==> config.mk <==
export PLATFORM = sky130hd
export DESIGN_NAME = if_fetch_unit
export DESIGN_NICKNAME = d
export VERILOG_FILES = /design/src/rtl/if_fetch_unit.sv
export SDC_FILE = /design/constraint.sdc
export NUM_CORES = 1
export LEC_CHECK = 0
export CORE_MARGIN = 2
export CORE_UTILIZATION = 40
export CTS_CLUSTER_DIAMETER = 150
export CTS_CLUSTER_SIZE = 24
export DETAILED_ROUTE_END_ITERATION = 8
export PLACE_DENSITY = 0.72
export SYNTH_ARGS = -nofsm -noshare
export SYNTH_HDL_FRONTEND = slang
export SYNTH_SLANG_ARGS = --single-unit
==> constraint.sdc <==
create_clock -name clk -period 5.34 [get_ports clk]
set_input_delay 0.801 -clock clk [delete_from_list [all_inputs] [get_ports clk]]
set_output_delay 0.801 -clock clk [all_outputs]
set_load 0.02 [all_outputs]
==> src/rtl/if_fetch_unit.sv <==
// Instruction-fetch stage: owns the PC, drives a one-outstanding variable-latency
// instruction-memory port and holds one fetched instruction for the IF/ID register.
module if_fetch_unit #(
    parameter logic [31:0] RESET_PC  = 32'h0000_0000,
    parameter logic [31:0] NOP_INSTR = 32'h0000_0000
) (
    input  logic        clk,
    input  logic        reset,
    input  logic        stall,
    input  logic        redirect,
    input  logic [31:0] redirect_pc,
    output logic        imem_req,
    output logic [31:0] imem_addr,
    input  logic        imem_ready,
    input  logic        imem_rvalid,
    input  logic [31:0] imem_rdata,
    output logic [31:0] IRout,
    output logic [31:0] PC_add_4out,
    output logic [31:0] PCout,
    output logic        fetch_valid,
    output logic        fsm_state
);

    // Memory handshake: a request transfers on any edge where imem_req & imem_ready;
    // its single response arrives on a later edge with imem_rvalid, at most one in flight.
    typedef enum logic {
        S_REQ  = 1'b0,
        S_WAIT = 1'b1
    } state_t;

    state_t      state, state_nxt;
    logic [31:0] pc, pc_nxt;
    logic        squash, squash_nxt;
    logic        fv_nxt;
    logic [31:0] ir_nxt, pco_nxt, pca4_nxt;
    logic        fire;
    logic        capture;
    logic [31:0] target;
    logic [31:0] pc_inc;

    assign target    = {redirect_pc[31:2], 2'b00};
    assign pc_inc    = pc + 32'd4;
    assign imem_addr = pc;
    // A new request may only go out when the buffer is empty or drains on this edge.
    assign imem_req  = (state == S_REQ) & (~fetch_valid | ~stall) & reset;
    assign fire      = imem_req & imem_ready;
    assign fsm_state = (state == S_WAIT);

    always_comb begin
        state_nxt  = state;
        pc_nxt     = pc;
        squash_nxt = squash;
        capture    = 1'b0;
        case (state)
            S_REQ: begin
                if (redirect) pc_nxt = target;
                if (fire) begin
                    state_nxt = S_WAIT;
                    if (redirect) squash_nxt = 1'b1;
                end
            end
            S_WAIT: begin
                if (imem_rvalid) begin
                    state_nxt  = S_REQ;
                    squash_nxt = 1'b0;
                    if (redirect) begin
                        pc_nxt = target;
                    end else if (!squash) begin
                        capture = 1'b1;
                        pc_nxt  = pc_inc;
                    end
                end else if (redirect) begin
                    // The in-flight word now belongs to the wrong path; drop it on arrival.
                    pc_nxt     = target;
                    squash_nxt = 1'b1;
                end
            end
        endcase
    end

    always_comb begin
        fv_nxt   = fetch_valid;
        ir_nxt   = IRout;
        pco_nxt  = PCout;
        pca4_nxt = PC_add_4out;
        if (redirect) begin
            fv_nxt = 1'b0;
            ir_nxt = NOP_INSTR;
        end else if (capture) begin
            fv_nxt   = 1'b1;
            ir_nxt   = imem_rdata;
            pco_nxt  = pc;
            pca4_nxt = pc_inc;
        end else if (fetch_valid && !stall) begin
            fv_nxt = 1'b0;
            ir_nxt = NOP_INSTR;
        end
    end

    always_ff @(posedge clk or negedge reset) begin
        if (!reset) begin
            state       <= S_REQ;
            pc          <= RESET_PC;
            squash      <= 1'b0;
            fetch_valid <= 1'b0;
            IRout       <= NOP_INSTR;
            PCout       <= 32'd0;
            PC_add_4out <= 32'd0;
        end else begin
            state       <= state_nxt;
            pc          <= pc_nxt;
            squash      <= squash_nxt;
            fetch_valid <= fv_nxt;
            IRout       <= ir_nxt;
            PCout       <= pco_nxt;
            PC_add_4out <= pca4_nxt;
        end
    end

endmodule
After elaboration in Yosys (flattened, before gate mapping)
Cells that the tools add are included.

Input port bits: 70. Word-level logic and storage cells: 44. Output and inout bits: 131. Flip-flop bits (word level): 131.

Eq/ne operators: 2. Reductions and logical operators: 4. Bitwise operators: 8. Muxes and demuxes: 22. Add/subtract/negate cells: 1.

Operators with widths (number): $mux 32 (7); $pmux 32 s2 (1); $add 32x3->32 const B (1); $mux 1 (12); $ne 4x4->1 const B (1); $not 1->1 (4); $pmux 1 s2 (2); $and 1x1->1 (3); $reduce_bool 3->1 (1); $ne 2x2->1 const B (1); $reduce_and 2->1 (1); $logic_and 1x1->1 (1); $logic_not 1->1 (1); $or 1x1->1 (1).

Logic depth before layout (Yosys ltp)
Depth after elaboration: 7. Depth in mapped cells: 7. Mapped depth without buffers: 6.

Least setup slack after synthesis
OpenSTA, ideal clock, no wires.

Path type: input-to-reg. From: input redirect. To: register pc[17], in the netlist imem_addr[17]. Arrival: 2.015 ns. Stages on the path: 5. Required time: 5.224 ns. Path buffers: 3. Path slack: 3.209 ns. Library setup time: 0.116 ns. Cell sequence: clkbuf_1 or3_1 buf_2 clkbuf_1 o311ai_0.

Word-level cells in the longest chain between the ends: 3. Elaborated cells between the ends (all ways): 5. Those cells by class: 1 x eq/ne; 4 x mux.

Ends and longest elaborated chain: start, declared (line 10) `input logic redirect,`; $mux 32, on equally long branches; $mux 32 (line 63) `if (imem_rvalid) begin`; $pmux 32 s2 (line 54) `case (state)`; end signal, assigned (line 111) `pc <= pc_nxt;`; end, declared (line 32) `logic [31:0] pc, pc_nxt;`.

Several ways; a longest one is shown, not always the timed one. A chain may end at the register's enable or synchronous reset.

Worst setup path after layout
From: input stall. To: output imem_req.

Word-level cells in the longest chain between the ends: 4.

Ends and longest elaborated chain: start, declared (line 9) `input logic stall,`; $not 1->1 (line 45) `assign imem_req = (state == S_REQ) & (~fetch_valid | ~stall) & reset;`; $or 1x1->1 (line 45); $and 1x1->1 (2 in series) (line 45); end, declared (line 12) `output logic imem_req,`.

Every way passes these cells.

==> results.md <==
* Initial antenna violation count at 0
* CTS Root Cell: clkbuf_16
* Layout filler cell count at 1,158
* Worst IR Drop VDD at 275.7 uV
* Total count of hold-check failures in the final report at 0
* Max stage delay cell, worst path: clkdlybuf4s50_1
* Seq/Total Area, Yosys at 56.55%
* Distinct cell type count of the synthesized netlist at 51
* Area Overhead vs Synth at 46.16%
* TritonCTS clock tree: yes
* Share of synthesized flip-flops with an asynchronous set or reset at 100.0%
* CTS Hold Buffers Added at 0
* GP Congestion at 0.8067
* Total number of H-tree levels at 4
* Register clock-pin slew on the reported worst setup and hold paths at 0.06 ns
* DP HPWL at 11,150 um
* Cells after DPL at 921
* List of cells traversed by the critical path: clkdlybuf4s50_1, nand2_1, and3_1, clkdlybuf4s50_1
* Post-Synth Simple-Gate Area at 18.52%
* Areal power density over the cells at 436.3 mW/mm^2
* Required time of the critical path at 4.54 ns
* Post-route clock period utilization at 55.24%
* Worst-Skew Late Latency at 0.42 ns
* Setup repair after global routing missed its margin: no
* Remaining max-slew budget at the tightest pin at 31.04%
* Layout cell share with drive strength beyond 1 at 6.080%
* Number of enable flip-flop cells after synthesis at 0
* Wire length of the first global-routing pass at 25,850 um
* Overall routed net length at 16,210 um
* Post-Synth Adder-Cell Area at 0.2192%
* Final Skew at 0.007522 ns
* DRC violation total after the first TritonRoute iteration at 270
* Horizontal die dimension at 123.5 um
* # diodes at 0
* Crit-path max cell delay at 0.63 ns
* Slew Limit Fails at 0
* Count of input and output buffers at 198
* Final setup violating endpoints at 0
* Total congestion overflow after global routing at 0
* Core region area at 0.01393 sq mm
* Total global-route track usage at 22.33%
* Syn_area_per_cell at 9.841 sq um
* Vias in the first global route at 4,929
* Router iterations before antenna repair at 6
* Post-synthesis cell area at 0.005708 sq mm
* Sort of element at the end of the critical path: primary output
* Source of the worst register-to-register timing path: fsm_state
* Standby leakage power at 3.603 nW
* Clock period minus worst slack at 2.950 ns
* Worst endpoint data arrival time at 2.15 ns
* Largest net degree at the start of global routing at 103
* Post-route total power at 3.640 mW
* Nets at 831
* Worst Max-Slew Pin Slew at 1.029 ns
* Number of flip-flops and latches in the synthesized netlist at 129
* Most instantiated flip-flop cell in the synthesis netlist: dfrtp_1
* Via-to-Cell Ratio at 5.217
* Max Root-Sink Buffers at 2
* Max_cap viols at 0
* Critical path class: in2out
* Ports placed on the boundary at 201
* Final Non-Filler Cells at 953
* Fraction of synthesized area in multiplexers at 0%
* Gate Count Post-Synth at 580
* Post-synth net total at 651
* CP Launch Point: stall
* Critical Path Start Type: input pin
* Hold WC Path Type: in2async
* Share of the synthesized netlist area taken by xor and xnor gates at 4.910%
* Highest attainable clock frequency at 339.0 MHz
* Die Ht at 123.5 um
* Final-layout setup total negative slack at 0 ns
* Final ANT Viol Nets at 0
* Largest fanout on the critical path at 2
* Residual DRC count at 0
* Combinational family with the most area after synthesis: simple AND/OR/NAND/NOR gates
* Number of CTS-inserted buffers at 17
* Vias after detailed routing at 4,972
* Yosys Warn Count at 0
* Die area at 0.01524 sq mm
* Setup bufs post-CTS at 0
* Row Count at 43
* Result of the run: finished, final reports clean
* Most prevalent standard cell on the critical path: clkdlybuf4s50_1
* Clock sink count at 129
* Effective utilization at floorplan at 40.96%
* Routed length per instance at 17.01 um
* Post-synthesis compound-gate area fraction at 15.63%
* # resized after CTS at 0
## final timing paths
kind / slack [ns] / to / depth (start not counted)
worst max-delay path: 2.39 / imem_req / 4
worst min-delay path: 0.32 / PCout[8] / 1
worst max register to register: 3.09 / imem_addr[2] / 5
worst min register to register: 0.47 / PCout[15] / 2
max in group asynchronous: 3.66 / PC_add_4out[2] / 2
min in group clk: 0.47 / PCout[15] / 2
## per-stage QoR
| step | hold WS (ns) | area (sq um) | setup WS [ns] | utilization (%) |
|---|---|---|---|---|
| final | 0.3212 | 8343 | 2.390 | 59.87 |
| after global routing | 0.3828 | 8343 | 2.218 | 59.87 |
| after CTS | 0.3603 | 8343 | 2.358 | 59.87 |
| after detailed placement | 0.4630 | 7791 | 1.978 | 55.91 |
| after global placement | 0.4588 | 7791 | 2.021 | 55.91 |
| after floorplan | 0.4542 | 5708 | 3.209 | - |
## critical path, delay by kind of cell
kind | cells | cell delay [ns]
buffers and inverters | 2 | 1.08
AND/OR/NAND/NOR | 2 | 0.27
## synthesized netlist by cell type, types with 7 or more instances
cell type	instances	area share [%]
a21oi_1	15	1.3
a22o_1	32	4.9
and4_1	7	1.1
buf_2	10	0.88
buf_4	7	0.92
clkbuf_1	23	1.5
dfrtp_1	129	57
inv_1	9	0.59
nand2_1	155	10
nand3_1	14	1.2
nor2_1	21	1.4
nor3_1	10	0.88
o211ai_1	7	0.92
o21ai_0	40	3.5
xnor2_1	21	3.2
xor2_1	11	1.7
## routing by layer
metal | share of wire (%) | GRT usage (%)
met5 | 0 | 0
met4 | 1.5 | 7.244
met3 | 7.8 | 7.795
met1 | 42 | 28.93
met2 | 49 | 35.06
## area by class of cell
| class | instances | area (sq um) | share of cell area (%) |
|---|---|---|---|
| Sequential cell | 129 | 3228 | 38.69 |
| Multi-Input combinational cell | 398 | 2256 | 27.04 |
| Timing Repair Buffer | 205 | 2048 | 24.55 |
| Clock buffer | 23 | 467.9 | 5.609 |
| Tap cell | 180 | 225.2 | 2.699 |
| Clock inverter | 9 | 83.83 | 1.005 |
| Inverter | 9 | 33.78 | 0.4049 |
## layout by cell type, fill, tap and decap left out, types with 3 or more instances in the layout
master	synthesis	layout
buf_4	7	6
a22o_1	32	32
clkbuf_16	0	17
clkinvlp_4	0	4
xor2_1	11	11
inv_1	9	9
o211ai_1	7	7
a311oi_1	6	6
o21ai_0	40	40
nor2_1	21	21
and3_1	6	6
nor3_1	10	9
nand2_1	155	155
nand4_1	4	4
and4_1	7	7
clkinv_2	0	3
dfrtp_1	129	129
nand3_1	14	14
o21ai_1	3	3
clkbuf_1	23	4
nand2b_1	5	5
o22ai_1	3	3
xnor2_1	21	21
clkdlybuf4s50_1	0	197
and2_1	3	3
a21oi_1	15	14
## cell families after synthesis
| family | after synthesis |
|---|---|
| adders and majority gates | 1 |
| buffers and inverters | 53 |
| DFF | 129 |
| AOI/OAI and AO/OA | 129 |
| and+or+nand+nor | 236 |
| xor gates and xnor gates | 32 |
## power by group
| group | switching, mW | internal [mW] | total, mW |
|---|---|---|---|
| Sequential | 0.173 | 1.22 | 1.39 |
| Clock | 0.418 | 0.662 | 1.08 |
| Combinational | 0.604 | 0.566 | 1.17 |
## sequential cells by signal (all words and copies together) (netlist names)
register     count
IRout           32
PC_add_4out     32
PCout           30
fetch_valid      1
fsm_state        1
imem_addr       32
squash           1
(Power assumes the default switching activity.)
